### config.mk
export PLATFORM = sky130hd
export DESIGN_NAME = serial_adder_ctrl
export DESIGN_NICKNAME = d
export VERILOG_FILES = /design/src/rtl/serial_adder_pkg.sv /design/src/rtl/serial_adder_ctrl_full_adder.sv /design/src/rtl/serial_adder_ctrl.sv
export SDC_FILE = /design/constraint.sdc
export NUM_CORES = 1
export LEC_CHECK = 0
export CORE_AREA = 2 2 65 67
export CTS_BUF_LIST = sky130_fd_sc_hd__clkbuf_8
export DETAILED_ROUTE_END_ITERATION = 12
export DIE_AREA = 0 0 67 69
export PLACE_DENSITY = 0.79
export SYNTH_ARGS = -nofsm -noshare
export SYNTH_HDL_FRONTEND = slang
export SYNTH_SLANG_ARGS = --single-unit
export TNS_END_PERCENT = 50
### constraint.sdc
create_clock -name clk -period 1.53 [get_ports clk]
set_input_delay 0.153 -clock clk [delete_from_list [all_inputs] [get_ports clk]]
set_output_delay 0.153 -clock clk [all_outputs]
set_load 0.02 [all_outputs]
### src/rtl/serial_adder_pkg.sv
// rtl/serial_adder_pkg.sv - shared FSM state type and width default for the serial adder
package serial_adder_pkg;

  // Operand width used when the instantiating block does not override it.
  localparam int WIDTH_DEFAULT = 8;

  // Controller states: waiting, shifting one bit per clock, result just loaded.
  typedef enum logic [1:0] {
    IDLE  = 2'd0,
    SHIFT = 2'd1,
    DONE  = 2'd2
  } state_t;

endpackage

### src/rtl/serial_adder_ctrl_full_adder.sv
// rtl/serial_adder_ctrl_full_adder.sv - 1-bit full-adder cell used as the serial bit slice
module full_adder (
  input  logic a,
  input  logic b,
  input  logic ci,
  output logic s,
  output logic co
);

  // Plain combinational sum and majority carry.
  always_comb begin
    s  = a ^ b ^ ci;
    co = (a & b) | (a & ci) | (b & ci);
  end

endmodule

### src/rtl/serial_adder_ctrl.sv
// rtl/serial_adder_ctrl.sv - bit-serial adder controller, LSB first; SERIAL_ADD_OVF_EN adds the ovf output
module serial_adder_ctrl
  import serial_adder_pkg::*;
#(
  parameter int WIDTH = WIDTH_DEFAULT
) (
  input  logic             clk,
  input  logic             rst_n,
  input  logic             start,
  input  logic [WIDTH-1:0] a,
  input  logic [WIDTH-1:0] b,
  input  logic             cin,
  output logic             busy,
  output logic             done,
  output logic [WIDTH-1:0] sum,
  output logic             cout
`ifdef SERIAL_ADD_OVF_EN
  ,
  output logic             ovf
`endif
);

  localparam int             CW   = $clog2(WIDTH);
  localparam logic [CW-1:0]  LAST = CW'(WIDTH - 1);

  state_t           state;
  logic [WIDTH-1:0] a_sh;
  logic [WIDTH-1:0] b_sh;
  logic             carry;
  logic [CW-1:0]    cnt;
  // Holds the low WIDTH-1 sum bits; the MSB comes straight from the slice on the last edge.
  logic [WIDTH-2:0] res_sh;
  logic [WIDTH-2:0] res_next;
  logic             fa_s;
  logic             fa_co;

  full_adder u_slice (
    .a  (a_sh[0]),
    .b  (b_sh[0]),
    .ci (carry),
    .s  (fa_s),
    .co (fa_co)
  );

  // New sum bits enter the result register from the MSB end and move toward bit 0.
  generate
    if (WIDTH == 2) begin : g_res_one
      assign res_next = fa_s;
    end else begin : g_res_many
      assign res_next = {fa_s, res_sh[WIDTH-2:1]};
    end
  endgenerate

  // Controller FSM: capture operands, shift one bit per clock, load the result in one step.
  always_ff @(posedge clk or negedge rst_n) begin
    if (!rst_n) begin
      state  <= IDLE;
      busy   <= 1'b0;
      done   <= 1'b0;
      sum    <= '0;
      cout   <= 1'b0;
      cnt    <= '0;
      carry  <= 1'b0;
      a_sh   <= '0;
      b_sh   <= '0;
      res_sh <= '0;
`ifdef SERIAL_ADD_OVF_EN
      ovf    <= 1'b0;
`endif
    end else begin
      case (state)
        IDLE, DONE: begin
          done <= 1'b0;
          if (start) begin
            a_sh  <= a;
            b_sh  <= b;
            carry <= cin;
            cnt   <= '0;
            busy  <= 1'b1;
            state <= SHIFT;
          end else begin
            busy  <= 1'b0;
            state <= IDLE;
          end
        end
        SHIFT: begin
          a_sh   <= a_sh >> 1;
          b_sh   <= b_sh >> 1;
          carry  <= fa_co;
          res_sh <= res_next;
          if (cnt == LAST) begin
            sum   <= {fa_s, res_sh};
            cout  <= fa_co;
`ifdef SERIAL_ADD_OVF_EN
            // carry register still holds the carry into the MSB on this edge
            ovf   <= carry ^ fa_co;
`endif
            busy  <= 1'b0;
            done  <= 1'b1;
            state <= DONE;
          end else begin
            cnt <= cnt + 1'b1;
          end
        end
        default: begin
          busy  <= 1'b0;
          done  <= 1'b0;
          state <= IDLE;
        end
      endcase
    end
  end

endmodule
==> impl_metrics.yaml <==
synthesis:
  netlist.area_leader.share_pct: 52.1
  post-synth-top-area-cell: "dfrtp_1"
  yosys_synthesis_warning_count: 0
  post_synth.cell_area_avg_um2: 12.4
  yosysSeqAreaShare_pct: 52.1
  synth.top_cells.by_area: "dfrtp_1, mux2_1, mux2i_1"
  synth_xor_xnor_area_share_pct: 0
  synthCells: 151
  post_synth_and_or_nand_nor_area_fraction_pct: 8.75
  synth-compound-area-share_pct: 12.4
  synth_nets: 174
  synth.ff_latch_count: 39
  mappedNetlistArea_um2: 1870
  yosysUniqueCellTypes: 25
  synth_mux_area_share_pct: 20.3
  synth_top_family_by_area: "multiplexers"
  yosys.area_share.adder_pct: 2.40
clock_network:
  clkSinkCount: 39
  cts_buffers: 5
  clock_latency_ps: 290
  clockRootBuffer: "clkbuf_8"
  tritoncts: "built"
  clk_path_buf_depth: 2
  cts.reportedPaths.clkPinSlew_ps: 80
  htreeDepth: 2
sta:
  layout_min_cycle_time_ps: 1520
  count_of_pins_over_their_slew_limit: 0
  final-hold-violation-count: 0
  timing.clock.skew_ps: 6.39
  rsz0062_at_grt: "true"
  timing.fmax_mhz: 658
  setup-tns-final_ps: 0
  setup_violations: 0
  finalCritPeriodShare_pct: 99.3
  relSlewSlack_pct: 66.9
  worst_pin_slew_ps: 496
  setup_slack_ps: 11.2
finish:
  nets: 211
  insertedDiodeCount: 0
  post_route_cells_drive_above_1_share_pct: 15.9
  area_overhead_vs_synth_pct: 28.7
  layout.filler_cells: 326
placed_design:
  port_buffers: 30
  gp_congestion: 0.719
  place_ws_ps: -39.6
  dp_hpwl_um: 2520
routing:
  routed_wl_um: 3530
  drtAntennaViolNets: 0
  initialDrtViolationCount: 43
  via_density: 5.26
  dr.pass1.iters: 3
  drc: 0
  avgRoutedWirePerCell_um: 14.8
  detailroute.via_count: 1256
power_and_ir_drop:
  vdd_drop_max_v: 0.000981
  powerDensity_nw_per_um2: 1970
  leakage_nw: 0.991
grt:
  grt_antenna_before_repair: 0
  grt.total_usage_pct: 16.1
  grt_pass1_vias: 1238
  largest_net_degree_at_the_start_of_global_routing: 40
  grt_overflow: 0
  grt_pass1_wl_um: 5720
floorplan:
  fp.coreArea_um2: 3910
  std_cell_rows: 23
  io_pins: 31
  die_width_um: 67
  start_util_pct: 47.9
  die_y_um: 69
  dieArea_um2: 4620
job:
  max_cap_violations: 0
setup_path:
  critical_path_arrival_ps: 1690
  type_of_destination_of_the_critical_path: "flip-flop"
  critical_path_source_type: "flip-flop"
  crit_path_max_fanout: 3
  critPathRequiredTime_ps: 1700
  crit_type: "flip-flop to flip-flop"
outcome:
  status: "finished clean"
worst_hold_path:
  min-delay-path-class: "input pin to async pin"
==> placed cells by master, fill, tap and decap left out, drive strengths merged, types with 2 or more instances in the layout <==
cell type and instances:
clkdlybuf4s50 28, ha 2, nand2b 2, o21ai 4, mux2i 17, nor2b 15, inv 2, a22o 2
a21oi 15, a211oi 15, mux2 18, clkbuf 6, dfrtp 39, buf 11, nand3 3, nor2 2
==> cell usage after synthesis, drive strengths merged <==
| library cell | count |
|---|---|
| nand2 | 1 |
| a211oi | 15 |
| or3b | 1 |
| a21oi | 15 |
| nand2b | 2 |
| mux2 | 18 |
| nand3b | 1 |
| ha | 2 |
| fa | 1 |
| a22o | 2 |
| nand3 | 3 |
| buf | 11 |
| dfrtp | 39 |
| nor2 | 2 |
| nor2b | 15 |
| o21ai | 4 |
| inv | 2 |
| mux2i | 17 |
==> per-stage QoR <==
stage | util (%) | instance area [µm²] | hold slack [ps] | instances | total power, mW
after global routing | 61.6 | 2410 | 502 | 239 | 5.07
after detailed placement | 57.8 | 2260 | 236 | 230 | 3.87
after CTS | 61.2 | 2390 | 457 | 239 | 4.75
after global placement | 57.8 | 2260 | 226 | 230 | 3.71
after floorplan | - | 1880 | -143 | 151 | 3.14
final | 61.6 | 2410 | 452 | 239 | 4.75
==> sequential cells by signal (all words and copies together), names as in the netlist <==
register,count
res_sh,7
done,1
cnt,3
carry,1
b_sh,8
busy,1
sum,8
state,1
cout,1
a_sh,8
==> timing repair <==
| action | 4_1_cts | 5_1_grt |
|---|---|---|
| endpoints found under the hold margin | 39 | 0 |
| resized for setup | 3 | 3 |
| hold buffers | 1 | 0 |
| endpoints found under the setup margin | 12 | 11 |
| setup buffers | 0 | 0 |
| pin swaps | 0 | 1 |
==> power breakdown <==
group | internal (mW) | total, mW | switching [mW]
combinational | 1.09 | 1.97 | 0.884
sequential | 1.53 | 1.89 | 0.358
clock | 0.528 | 0.880 | 0.352
==> worst paths after layout <==
check | from | slack, ps | cells past startpoint | end
setup / recovery | cnt[0] | 10 | 5 | cnt[1]
hold / removal | rst_n | 450 | 3 | cout
setup reg to reg | cnt[0] | 10 | 5 | cnt[1]
hold reg to reg | sum[3] | 500 | 1 | sum[3]
max in group asynchronous | rst_n | 720 | 3 | done
min in group clk | a[7] | 500 | 3 | a_sh[7]
==> layout make-up <==
cell class / instances / area, µm² / area share, %
clock inverters: 2 / 35.0 / 1.45
multi-input cells: 99 / 841 / 34.9
inverters: 2 / 7.51 / 0.312
repair buffers: 41 / 404 / 16.8
well taps: 50 / 62.6 / 2.60
clock buffers: 6 / 82.6 / 3.43
flip-flops and latches: 39 / 977 / 40.6
==> cell families after synthesis <==
| kind of cell | after synthesis |
|---|---|
| AOI/OAI and AO/OA | 36 |
| muxes | 35 |
| adders and majority gates | 3 |
| and+or+nand+nor | 25 |
| DFF | 39 |
| buffers and inverters | 13 |
==> metal layers <==
metal  up-vias  track usage [%]  part of all wire (%)
met2        27             27.0                    51
met5         -                0                     0
met3         3             4.40                   4.1
met1       611             21.1                    44
met4         0             2.72                  0.71
li1        615                -                     -
==> worst max-delay path, cell delays in order, from the launching register on <==
cell     delay, ps
dfrtp_1        400
ha_2           210
ha_4           170
nor2_4         140
mux2_4         310
a22o_1         180
(Power assumes the default switching activity.)
